**src/rtl/stream_arb_pkg.sv**
```systemverilog
// Shared definitions for the 2:1 round-robin stream arbiter.
//   SEL_A / SEL_B : source index encoding carried on out_sel and the round-robin pointer
//   DEF_WIDTH     : default payload width
//   STAT_W/MAX    : grant statistics counter width and saturation value
package stream_arb_pkg;

  localparam logic SEL_A = 1'b0;
  localparam logic SEL_B = 1'b1;

  localparam int unsigned DEF_WIDTH = 8;

  localparam int unsigned STAT_W   = 16;
  localparam logic [15:0] STAT_MAX = 16'hFFFF;

  // Saturating increment for the grant statistics counters.
  function automatic logic [STAT_W-1:0] sat_inc(input logic [STAT_W-1:0] v);
    return (v == STAT_MAX) ? v : v + 16'd1;
  endfunction

endpackage

```
**src/rtl/stream_arb_2x1_if.sv**
```systemverilog
// Stream bundle for stream_arb_2x1: two valid/ready producer streams (a, b) and one
// registered output stream (out) with its source tag out_sel.
//   modport slave  : arbiter view (consumes a/b, drives out)
//   modport master : environment view (drives a/b producers and out_ready)
interface stream_arb_2x1_if #(
  parameter int unsigned WIDTH = stream_arb_pkg::DEF_WIDTH
);

  logic             a_valid;
  logic [WIDTH-1:0] a_data;
  logic             a_ready;
  logic             b_valid;
  logic [WIDTH-1:0] b_data;
  logic             b_ready;
  logic             out_valid;
  logic [WIDTH-1:0] out_data;
  logic             out_sel;
  logic             out_ready;

  modport slave (
    input  a_valid, a_data, b_valid, b_data, out_ready,
    output a_ready, b_ready, out_valid, out_data, out_sel
  );

  modport master (
    output a_valid, a_data, b_valid, b_data, out_ready,
    input  a_ready, b_ready, out_valid, out_data, out_sel
  );

endinterface

```
**src/rtl/rr_grant2.sv**
```systemverilog
// Combinational two-requester round-robin grant.
//   req[1:0] : request vector, bit 0 = A, bit 1 = B
//   last_sel : index granted most recently; on contention the other one wins
//   en       : grant enable; no grant when low
//   gnt[1:0] : one-hot grant
//   gnt_idx  : index of the granted requester (SEL_A when no grant)
module rr_grant2
  import stream_arb_pkg::*;
(
  input  logic [1:0] req,
  input  logic       last_sel,
  input  logic       en,
  output logic [1:0] gnt,
  output logic       gnt_idx
);

  always_comb begin
    gnt     = 2'b00;
    gnt_idx = SEL_A;
    if (en) begin
      unique case (req)
        2'b01: begin
          gnt     = 2'b01;
          gnt_idx = SEL_A;
        end
        2'b10: begin
          gnt     = 2'b10;
          gnt_idx = SEL_B;
        end
        2'b11: begin
          if (last_sel == SEL_B) begin
            gnt     = 2'b01;
            gnt_idx = SEL_A;
          end else begin
            gnt     = 2'b10;
            gnt_idx = SEL_B;
          end
        end
        default: ;
      endcase
    end
  end

endmodule

```
**src/rtl/stream_arb_2x1.sv**
```systemverilog
// Registered round-robin 2:1 stream arbiter. Picks a winner between streams A and B,
// captures its word into a one-entry output register and tags it with out_sel.
//   clk, rst : clock and synchronous active-high reset
//   bus      : stream_arb_2x1_if.slave (a_*, b_* inputs, out_* output stream)
// Optional build macro ARB_STATS_EN adds grant_cnt_a / grant_cnt_b saturating
// handshake counters (16 bit).
module stream_arb_2x1
  import stream_arb_pkg::*;
#(
  parameter int unsigned WIDTH = DEF_WIDTH
) (
  input  logic                  clk,
  input  logic                  rst,
  stream_arb_2x1_if.slave       bus
`ifdef ARB_STATS_EN
  ,
  output logic [STAT_W-1:0]     grant_cnt_a,
  output logic [STAT_W-1:0]     grant_cnt_b
`endif
);

  logic             load;
  logic [1:0]       gnt;
  logic             gnt_idx;

  logic             out_valid_q, out_valid_d;
  logic             out_sel_q, out_sel_d;
  logic             last_sel_q, last_sel_d;
  logic [WIDTH-1:0] out_data_q, out_data_d;

  // Register can accept a word when empty or draining this cycle.
  assign load = ~out_valid_q | bus.out_ready;

  // Gating with rst keeps both readys low while reset is held.
  rr_grant2 u_grant (
    .req      ({bus.b_valid, bus.a_valid}),
    .last_sel (last_sel_q),
    .en       (load & ~rst),
    .gnt      (gnt),
    .gnt_idx  (gnt_idx)
  );

  assign bus.a_ready   = gnt[0];
  assign bus.b_ready   = gnt[1];
  assign bus.out_valid = out_valid_q;
  assign bus.out_data  = out_data_q;
  assign bus.out_sel   = out_sel_q;

  always_comb begin
    out_valid_d = out_valid_q;
    out_sel_d   = out_sel_q;
    last_sel_d  = last_sel_q;
    out_data_d  = out_data_q;
    if (load) begin
      if (|gnt) begin
        out_valid_d = 1'b1;
        out_sel_d   = gnt_idx;
        last_sel_d  = gnt_idx;
        out_data_d  = (gnt_idx == SEL_B) ? bus.b_data : bus.a_data;
      end else begin
        out_valid_d = 1'b0;
      end
    end
  end

  always_ff @(posedge clk) begin
    if (rst) begin
      out_valid_q <= 1'b0;
      out_sel_q   <= SEL_A;
      last_sel_q  <= SEL_B;  // A wins the first contested cycle
      out_data_q  <= '0;
    end else begin
      out_valid_q <= out_valid_d;
      out_sel_q   <= out_sel_d;
      last_sel_q  <= last_sel_d;
      out_data_q  <= out_data_d;
    end
  end

`ifdef ARB_STATS_EN
  logic [STAT_W-1:0] cnt_a_q, cnt_b_q;

  always_ff @(posedge clk) begin
    if (rst) begin
      cnt_a_q <= '0;
      cnt_b_q <= '0;
    end else begin
      if (gnt[0]) cnt_a_q <= sat_inc(cnt_a_q);
      if (gnt[1]) cnt_b_q <= sat_inc(cnt_b_q);
    end
  end

  assign grant_cnt_a = cnt_a_q;
  assign grant_cnt_b = cnt_b_q;
`endif

endmodule

```
**src/flat_wrapper.sv**
```systemverilog
// flat-port wrapper written by rule: the top's interface ports become plain ports
module stream_arb_2x1_flat import stream_arb_pkg::*;
#(
  parameter int unsigned WIDTH = DEF_WIDTH
)
  (clk, rst, bus_a_valid, bus_a_data, bus_b_valid, bus_b_data, bus_out_ready, bus_a_ready, bus_b_ready, bus_out_valid, bus_out_data, bus_out_sel);
  stream_arb_2x1_if #(.WIDTH(WIDTH)) bus_i ();
  input  logic clk;
  input  logic rst;
  input wire logic [$bits(bus_i.a_valid)-1:0] bus_a_valid;
  input wire logic [$bits(bus_i.a_data)-1:0] bus_a_data;
  input wire logic [$bits(bus_i.b_valid)-1:0] bus_b_valid;
  input wire logic [$bits(bus_i.b_data)-1:0] bus_b_data;
  input wire logic [$bits(bus_i.out_ready)-1:0] bus_out_ready;
  output wire logic [$bits(bus_i.a_ready)-1:0] bus_a_ready;
  output wire logic [$bits(bus_i.b_ready)-1:0] bus_b_ready;
  output wire logic [$bits(bus_i.out_valid)-1:0] bus_out_valid;
  output wire logic [$bits(bus_i.out_data)-1:0] bus_out_data;
  output wire logic [$bits(bus_i.out_sel)-1:0] bus_out_sel;
  assign bus_i.a_valid = bus_a_valid;
  assign bus_i.a_data = bus_a_data;
  assign bus_i.b_valid = bus_b_valid;
  assign bus_i.b_data = bus_b_data;
  assign bus_i.out_ready = bus_out_ready;
  assign bus_a_ready = bus_i.a_ready;
  assign bus_b_ready = bus_i.b_ready;
  assign bus_out_valid = bus_i.out_valid;
  assign bus_out_data = bus_i.out_data;
  assign bus_out_sel = bus_i.out_sel;
  stream_arb_2x1 #(.WIDTH(WIDTH)) u_core (.clk(clk), .rst(rst), .bus(bus_i));
endmodule
```
**config.mk**
```make
export PLATFORM = sky130hd
export DESIGN_NAME = stream_arb_2x1_flat
export DESIGN_NICKNAME = d
export VERILOG_FILES = /design/src/rtl/stream_arb_pkg.sv /design/src/rtl/stream_arb_2x1_if.sv /design/src/rtl/rr_grant2.sv /design/src/rtl/stream_arb_2x1.sv /design/src/flat_wrapper.sv
export SDC_FILE = /design/constraint.sdc
export NUM_CORES = 1
export LEC_CHECK = 0
export ABC_AREA = 1
export ABC_CLOCK_PERIOD_IN_PS = 1500
export CAP_MARGIN = 10
export CORE_UTILIZATION = 37
export CTS_CLUSTER_DIAMETER = 30
export DETAILED_ROUTE_END_ITERATION = 8
export PLACE_DENSITY = 0.86
export SYNTH_ARGS = -nofsm -noshare
export SYNTH_HDL_FRONTEND = slang
export SYNTH_SLANG_ARGS = --single-unit
```
**constraint.sdc**
```tcl
create_clock -name clk -period 1.5 [get_ports clk]
set_input_delay 0.3 -clock clk [delete_from_list [all_inputs] [get_ports clk]]
set_output_delay 0.3 -clock clk [all_outputs]
set_load 0.03 [all_outputs]
```
# [After elaboration in Yosys (flattened, before gate mapping)]
# Cells that the tools add are included.
# Widths: inputs -> output; s select.
[op_classes] eq_ne=3 mux=8 bitwise=4 reduce_logical=2
[op_table] operator="$mux 8" count=1
[op_table] operator="$pmux 2 s3" count=1
[op_table] operator="$eq 2x2->1 const B" count=2
[op_table] operator="$mux 2" count=2
[op_table] operator="$mux 1" count=3
[op_table] operator="$eq 2x1->1 const B" count=1
[op_table] operator="$not 1->1" count=2
[op_table] operator="$pmux 1 s2" count=1
[op_table] operator="$reduce_and 2->1" count=1
[op_table] operator="$reduce_or 2->1" count=1
[op_table] operator="$and 1x1->1" count=1
[op_table] operator="$or 1x1->1" count=1
[word_totals] reg_bits=11 inputBits=21 output_inout_bits=12 elab_cells=21

# [Longest topological paths before layout]
[depth] word_depth=6 depth_mapped=8

# [Cells and area by module]
# Synthesis repeated with hierarchy kept, for this count alone.
[unflattened] cells_unflattened=98 area_unflattened_um2=606.8
[by_module_without_submodules] mod="stream_arb_2x1" n_inst=1 cells_per_inst=92 area_per_inst_um2=580.6 seq_area_each_um2=220.2
[by_module_without_submodules] mod="rr_grant2" n_inst=1 cells_per_inst=6 area_per_inst_um2=26.3 seq_area_each_um2=0.0

# [Worst setup path after synthesis]
# No wires, ideal clock.
[synth_timing] kind="reg2out" from="register u_core.out_valid_q, in the netlist u_core.bus.out_valid" to="output port bus_a_ready" arrival_time_ns=1.378 required_ns=1.200 slack_ns=-0.178 path_stages_with_launch=4 path_cell_list="dfxtp_1 -> nand2_1 -> nand2_1 -> nor3_1"
[synth_via] elab_chain_cells=4
[synth_rtl] item="from (decl)" line="stream_arb_2x1.sv:26" rtl="logic out_valid_q, out_valid_d;"
[synth_rtl] item="from (signal assigned)" line="stream_arb_2x1.sv:73" rtl="out_valid_q <= out_valid_d;"
[synth_rtl] item="$not 1->1" line="stream_arb_2x1.sv:32" rtl="assign load = ~out_valid_q | bus.out_ready;"
[synth_rtl] item="$or 1x1->1" line="stream_arb_2x1.sv:32"
[synth_rtl] item="$and 1x1->1" line="stream_arb_2x1.sv:38" rtl=".en (load & ~rst),"
[synth_rtl] item="$mux 2" line="rr_grant2.sv:20" rtl="if (en) begin"
[synth_rtl] item="to (decl)" line="flat_wrapper.sv:15" rtl="output wire logic [$bits(bus_i.a_ready)-1:0] bus_a_ready;"
# No other way between the ends.

# [Worst setup path in the final report]
[layout_timing] from="register u_core.last_sel_q" to="output port bus_a_ready"
[layout_via] elab_chain_cells=3
[layout_rtl] item="from (decl)" line="stream_arb_2x1.sv:28" rtl="logic last_sel_q, last_sel_d;"
[layout_rtl] item="from (signal assigned)" line="stream_arb_2x1.sv:75" rtl="last_sel_q <= last_sel_d;"
[layout_rtl] item="$mux 2" line="rr_grant2.sv:31" rtl="if (last_sel == SEL_B) begin"
[layout_rtl] item="$pmux 2 s3" line="rr_grant2.sv:21" rtl="unique case (req)"
[layout_rtl] item="$mux 2" line="rr_grant2.sv:20"
# No other way between the ends.

==> impl_results.md <==
* Status: complete, no violations
* Static leakage at 0.564 nW
* Reg2reg end: u_core.bus.out_data[6]$_SDFFE_PP0P_
* Post-synth EDFFs at 0
* Mean Syn Cell Area at 6.76 um^2
* Post-synthesis instance total at 89
* M1 GR Usage at 0.228
* Sequential share of the synthesized area at 0.366
* Maximum vdd drop at 0.525 mV
* Diode count at 0
* Share of layout cells above drive strength 1 at 0.221
* Hold Fails Final Rpt at 0
* Setup WS post-layout at 57.8 ps
* Slowest cell on crit path: dfxtp_1
* Die width at 42.3 um
* Largest net degree at the start of global routing at 11
* Yosys top cell area share at 0.366
* Global-route wire length before repair at 2950 um
* Die Ht at 42.3 um
* Most used DFF post-synth: dfxtp_1
* CTS tree: built
* GR Overflow Total at 0
* Synth area leaders: dfxtp_1 37%, nand3_1 14%, inv_1 12%
* Vias in the first global route at 719
* H-Tree Depth at 1
* Routed vias at 718
* Clk_lat worst skew at 270 ps
* Vias/cell at 4.72
* Hpwl dp at 1340 um
* Clk root buf: clkbuf_4
* Clock sinks at 11
* Critical Path Start: u_core.last_sel_q$_SDFFE_PP1P_
* Met2 Use GR at 0.406
* DRT iter0 DRCs at 21
* Min cycle time layout at 1440 ps
* Hold_sp: u_core.bus.out_sel$_SDFFE_PP0P_
* Worst Setup End Kind: output port
* Hold_ws at 470 ps
* Nets@finish at 158
* Fmax at 693 MHz
* Hold endpoint: u_core.bus.out_sel$_SDFFE_PP0P_
* Setup TNS at 0 ps
* Yosys warnings at 0
* Routed WL per cell at 11.9 um
* Commonest cells post-synth: 20 x inv_1, 20 x nand2_1, 17 x nand3_1, 11 x dfxtp_1, 10 x a21oi_1
* Total CTS buffers at 3
* Syn Nets at 110
* Max-slew headroom at 0.771
* DRT antenna net count at 0
* Synthesis-stage register bit count at 11
* Worst-margin pin slew at 340 ps
* Crit Path Class: reg2out
* Max-cap violations at 0
* Met3 Usage GRT at 0.0948
* Crit-path cells: nor3_1 -> nor3_4 -> buf_6
* I/O pin cnt at 33
* CP max FO at 3
* Cell Area, Synth at 602 um^2
* Worst path required time at 1200 ps
* Area of the die at 1790 um^2
* Final Setup Violations at 0
* WL final at 1810 um
* Dpl ws at -212 ps
* Crit path DAT at 1140 ps
* Initial Util at 0.400
* Gpl congestion at 0.797
* Max stage delay on crit path at 340 ps
* Cell taking the most area after synthesis: dfxtp_1
* Filler Cell Count at 135
* Clock buffer depth at 2
* Register-to-register setup slack at 280 ps
* Path depth of the worst reg2reg path at 8
* Gr usage total at 0.223
* Hold Path Class: reg2reg
* Drt pass-1 iters at 4
* Hold path cells at 2
* RR Startpoint: u_core.bus.out_valid$_SDFFE_PP0P_
* Period utilization at 0.961
* Slew Limit Fails at 0
* Tot Pwr at 0.820 mW
* Port Buf Inserts at 32
* Final Skew at 4.73 ps
* CORE AREA at 1510 um^2
* DRC viols at 0
* Pwr Density at 764 nW/um^2
* Async set-reset flop share out of synthesis at 0
* Final Core Density at 0.712
* CP Launch Type: flip-flop
* Synth-to-layout area growth at 78.2%
* GRT Max-Usage Layer: met2
* Initial antenna violation count at 0
* Distinct cells, synth at 13
* Row count at 14
* Clk slew on worst S/H paths at 60 ps
==> final cells by class <==
| type | instances | area [um^2] | area share |
|---|---|---|---|
| inverter | 21 | 78.8 | 0.0735 |
| tap | 16 | 20.0 | 0.0187 |
| multi-input combinational | 54 | 309 | 0.288 |
| timing repair buffer | 46 | 414 | 0.386 |
| sequential | 11 | 224 | 0.209 |
| clock buffer | 4 | 26.3 | 0.0245 |
==> power by group <==
part | leakage, nW | total [mW] | switching (mW) | internal (mW)
clock network | 0.0150 | 0.201 | 0.0979 | 0.103
logic | 0.457 | 0.288 | 0.154 | 0.134
registers | 0.0917 | 0.331 | 0.0146 | 0.316
==> state kept, by name, summed over array words and instances, names as in the netlist <==
signal                count
u_core.bus.out_data       8
u_core.bus.out_sel        1
u_core.last_sel_q         1
u_core.bus.out_valid      1
==> stage by stage <==
step / cell area (um^2) / std cells
after floorplan: 607 / 89
after global placement: 1000 / 145
after detailed placement: 1000 / 145
after CTS: 1050 / 152
after global routing: 1070 / 152
final: 1070 / 152
==> what timing repair did <==
item                                    4_1_cts  5_1_grt
setup buffers                                 3        0
resized for setup                            20        6
endpoints found under the setup margin       12        1
hold buffers                                  0        0
pin swaps                                     1        1
==> cell usage in the layout, fill, tap and decap left out, types with 2 or more instances in the layout <==
cell type,instances
nand3_1,17
a21oi_4,3
inv_1,18
nand2_1,18
clkdlybuf4s50_1,16
nand2_4,2
clkbuf_4,3
buf_6,3
dfxtp_1,10
inv_2,3
dlygate4sd2_1,14
a21oi_1,10
buf_4,13
==> layer usage <==
| layer | up-vias | part of all wire | wire length, um |
|---|---|---|---|
| met5 | - | 0 | 0 |
| met4 | 0 | 0.0094 | 17 |
| met3 | 2 | 0.061 | 110 |
| met2 | 24 | 0.51 | 921 |
| met1 | 319 | 0.42 | 756 |
| li1 | 373 | - | - |
==> how the worst max path moves through the flow <==
stage	cells past startpoint	slack, ps	end
3_3_place_gp	6	-180	bus_a_ready
3_5_place_dp	6	-210	bus_a_ready
6_report	3	60	bus_a_ready
5_1_grt	3	-30	bus_a_ready
2_1_floorplan	3	70	bus_a_ready
4_1_cts	4	2	bus_a_ready
==> cells by family after synthesis <==
group | after synthesis | synth area share
AND/OR/NAND/NOR | 40 | 0.293
flip-flops | 11 | 0.366
buffers and inverters | 24 | 0.164
AO/OA/AOI/OAI | 14 | 0.177
==> worst max-delay path, delay by kind of cell (launching register included) <==
family                 cells  cell delay (ps)
DFF                        1              340
buffers and inverters      1              140
and+or+nand+nor            2              390
(Power assumes the default switching activity.)
==> patch (same settings) <==
`DEF_WIDTH`: 8 -> 9.
--- a/src/rtl/stream_arb_pkg.sv
+++ b/src/rtl/stream_arb_pkg.sv
@@ -9,3 +9,3 @@
 
-  localparam int unsigned DEF_WIDTH = 8;
+  localparam int unsigned DEF_WIDTH = 9;
 
Ports: changed (resized bus_a_data, bus_b_data and bus_out_data); port bits go from 33 to 36. The function was not compared with the original's and may differ.
==> patch against the unedited design <==
- sequential cell count is 1 higher
- die area is 7.9% higher
- maximum frequency is 0.29% lower
- critical path depth is 1 higher
- worst setup slack worse by 0.0041 ns
- final cell count is 4.6% higher
- final area is 4.2% higher
- total power is 11% higher
- synthesized area is 8.3% higher
- wire length is 4.4% higher
- clock power is 26% higher
- first-iteration DRC count stayed put
- largest power group unchanged
==> patch: results (changes against the unedited design) <==
* Status: complete, no violations
* Seq/total area at 21.6% (+0.73 points)
* Critical Path Start: u_core.bus.out_valid
* Highest-delay cell along the critical path: dfxtp_2
* Leakage at 0.591 nW (+4.7%)
* FF+latch area at 241 um^2 (+7.8%)
* WL/cell at 11.8 um (-0.22%)
* Reg2Reg Depth at 7 (-1)
* Layout non-clock buf frac at 37.4% (-1.2 points)
* Clock network area share at 3.25% (+0.80 points)
* PortBufs at 35 (+9.4%)
* Worst slack, placed at -0.221 ns (-0.00920 ns)
* DR vias at 801 (+12%)
* Placed inst area at 1090 um^2 (+8.2%)
* Final net count at 167 (+5.7%)
* M1 GR Usage at 23.8% (+0.94 points)
* GRT met3 Usage at 4.17% (-5.3 points)
* Syn_nets at 120 (+9.1%)
* Setup Skew at 0.000634 ns (-0.00409 ns)
* Tightest Pin Transition at 0.324 ns (-0.0159 ns)
* Vias in the first global route at 751 (+4.5%)
* R2r startpoint: u_core.last_sel_q
* Largest delay share family, worst path: flip-flops
* First-pass GRT wire length at 3060 um (+3.5%)
* GPL Wtd Cong at 0.807 (+1.3%)
* R2R Setup Slk at 0.35 ns (+0.07 ns)
* Seq Cell Count at 12 (+1)
## patch: changes by cell type in the layout (fill, tap and decap cells not counted), sizes merged
cell and change:
a21oi +1, buf -4, dlygate4sd2 +1, dfxtp +1, inv +2, nand3 +2
nand2 +2, clkdlybuf4s50 +2
## patch: power groups by stage
stage	registers, W	clock network (W)	logic, W
2_1_floorplan	0.000416	0	0.000106
3_3_place_gp	0.000368	0	0.000305
3_5_place_dp	0.000370	0	0.000313
4_1_cts	0.000362	0.000261	0.000297
5_1_grt	0.000365	0.000275	0.000322
6_report	0.000363	0.000253	0.000296
## patch: kinds of logic after synthesis
family | after synthesis
AND/OR/NAND/NOR | 44
flip-flops | 12
AO/OA/AOI/OAI | 15
buffers and inverters | 26
## patch: stage by stage
| step | power, W | std cells |
|---|---|---|
| after floorplan | 0.000522 | 97 |
| after global placement | 0.000672 | 155 |
| after detailed placement | 0.000683 | 155 |
| after CTS | 0.000920 | 159 |
| after global routing | 0.000963 | 159 |
| final | 0.000912 | 159 |
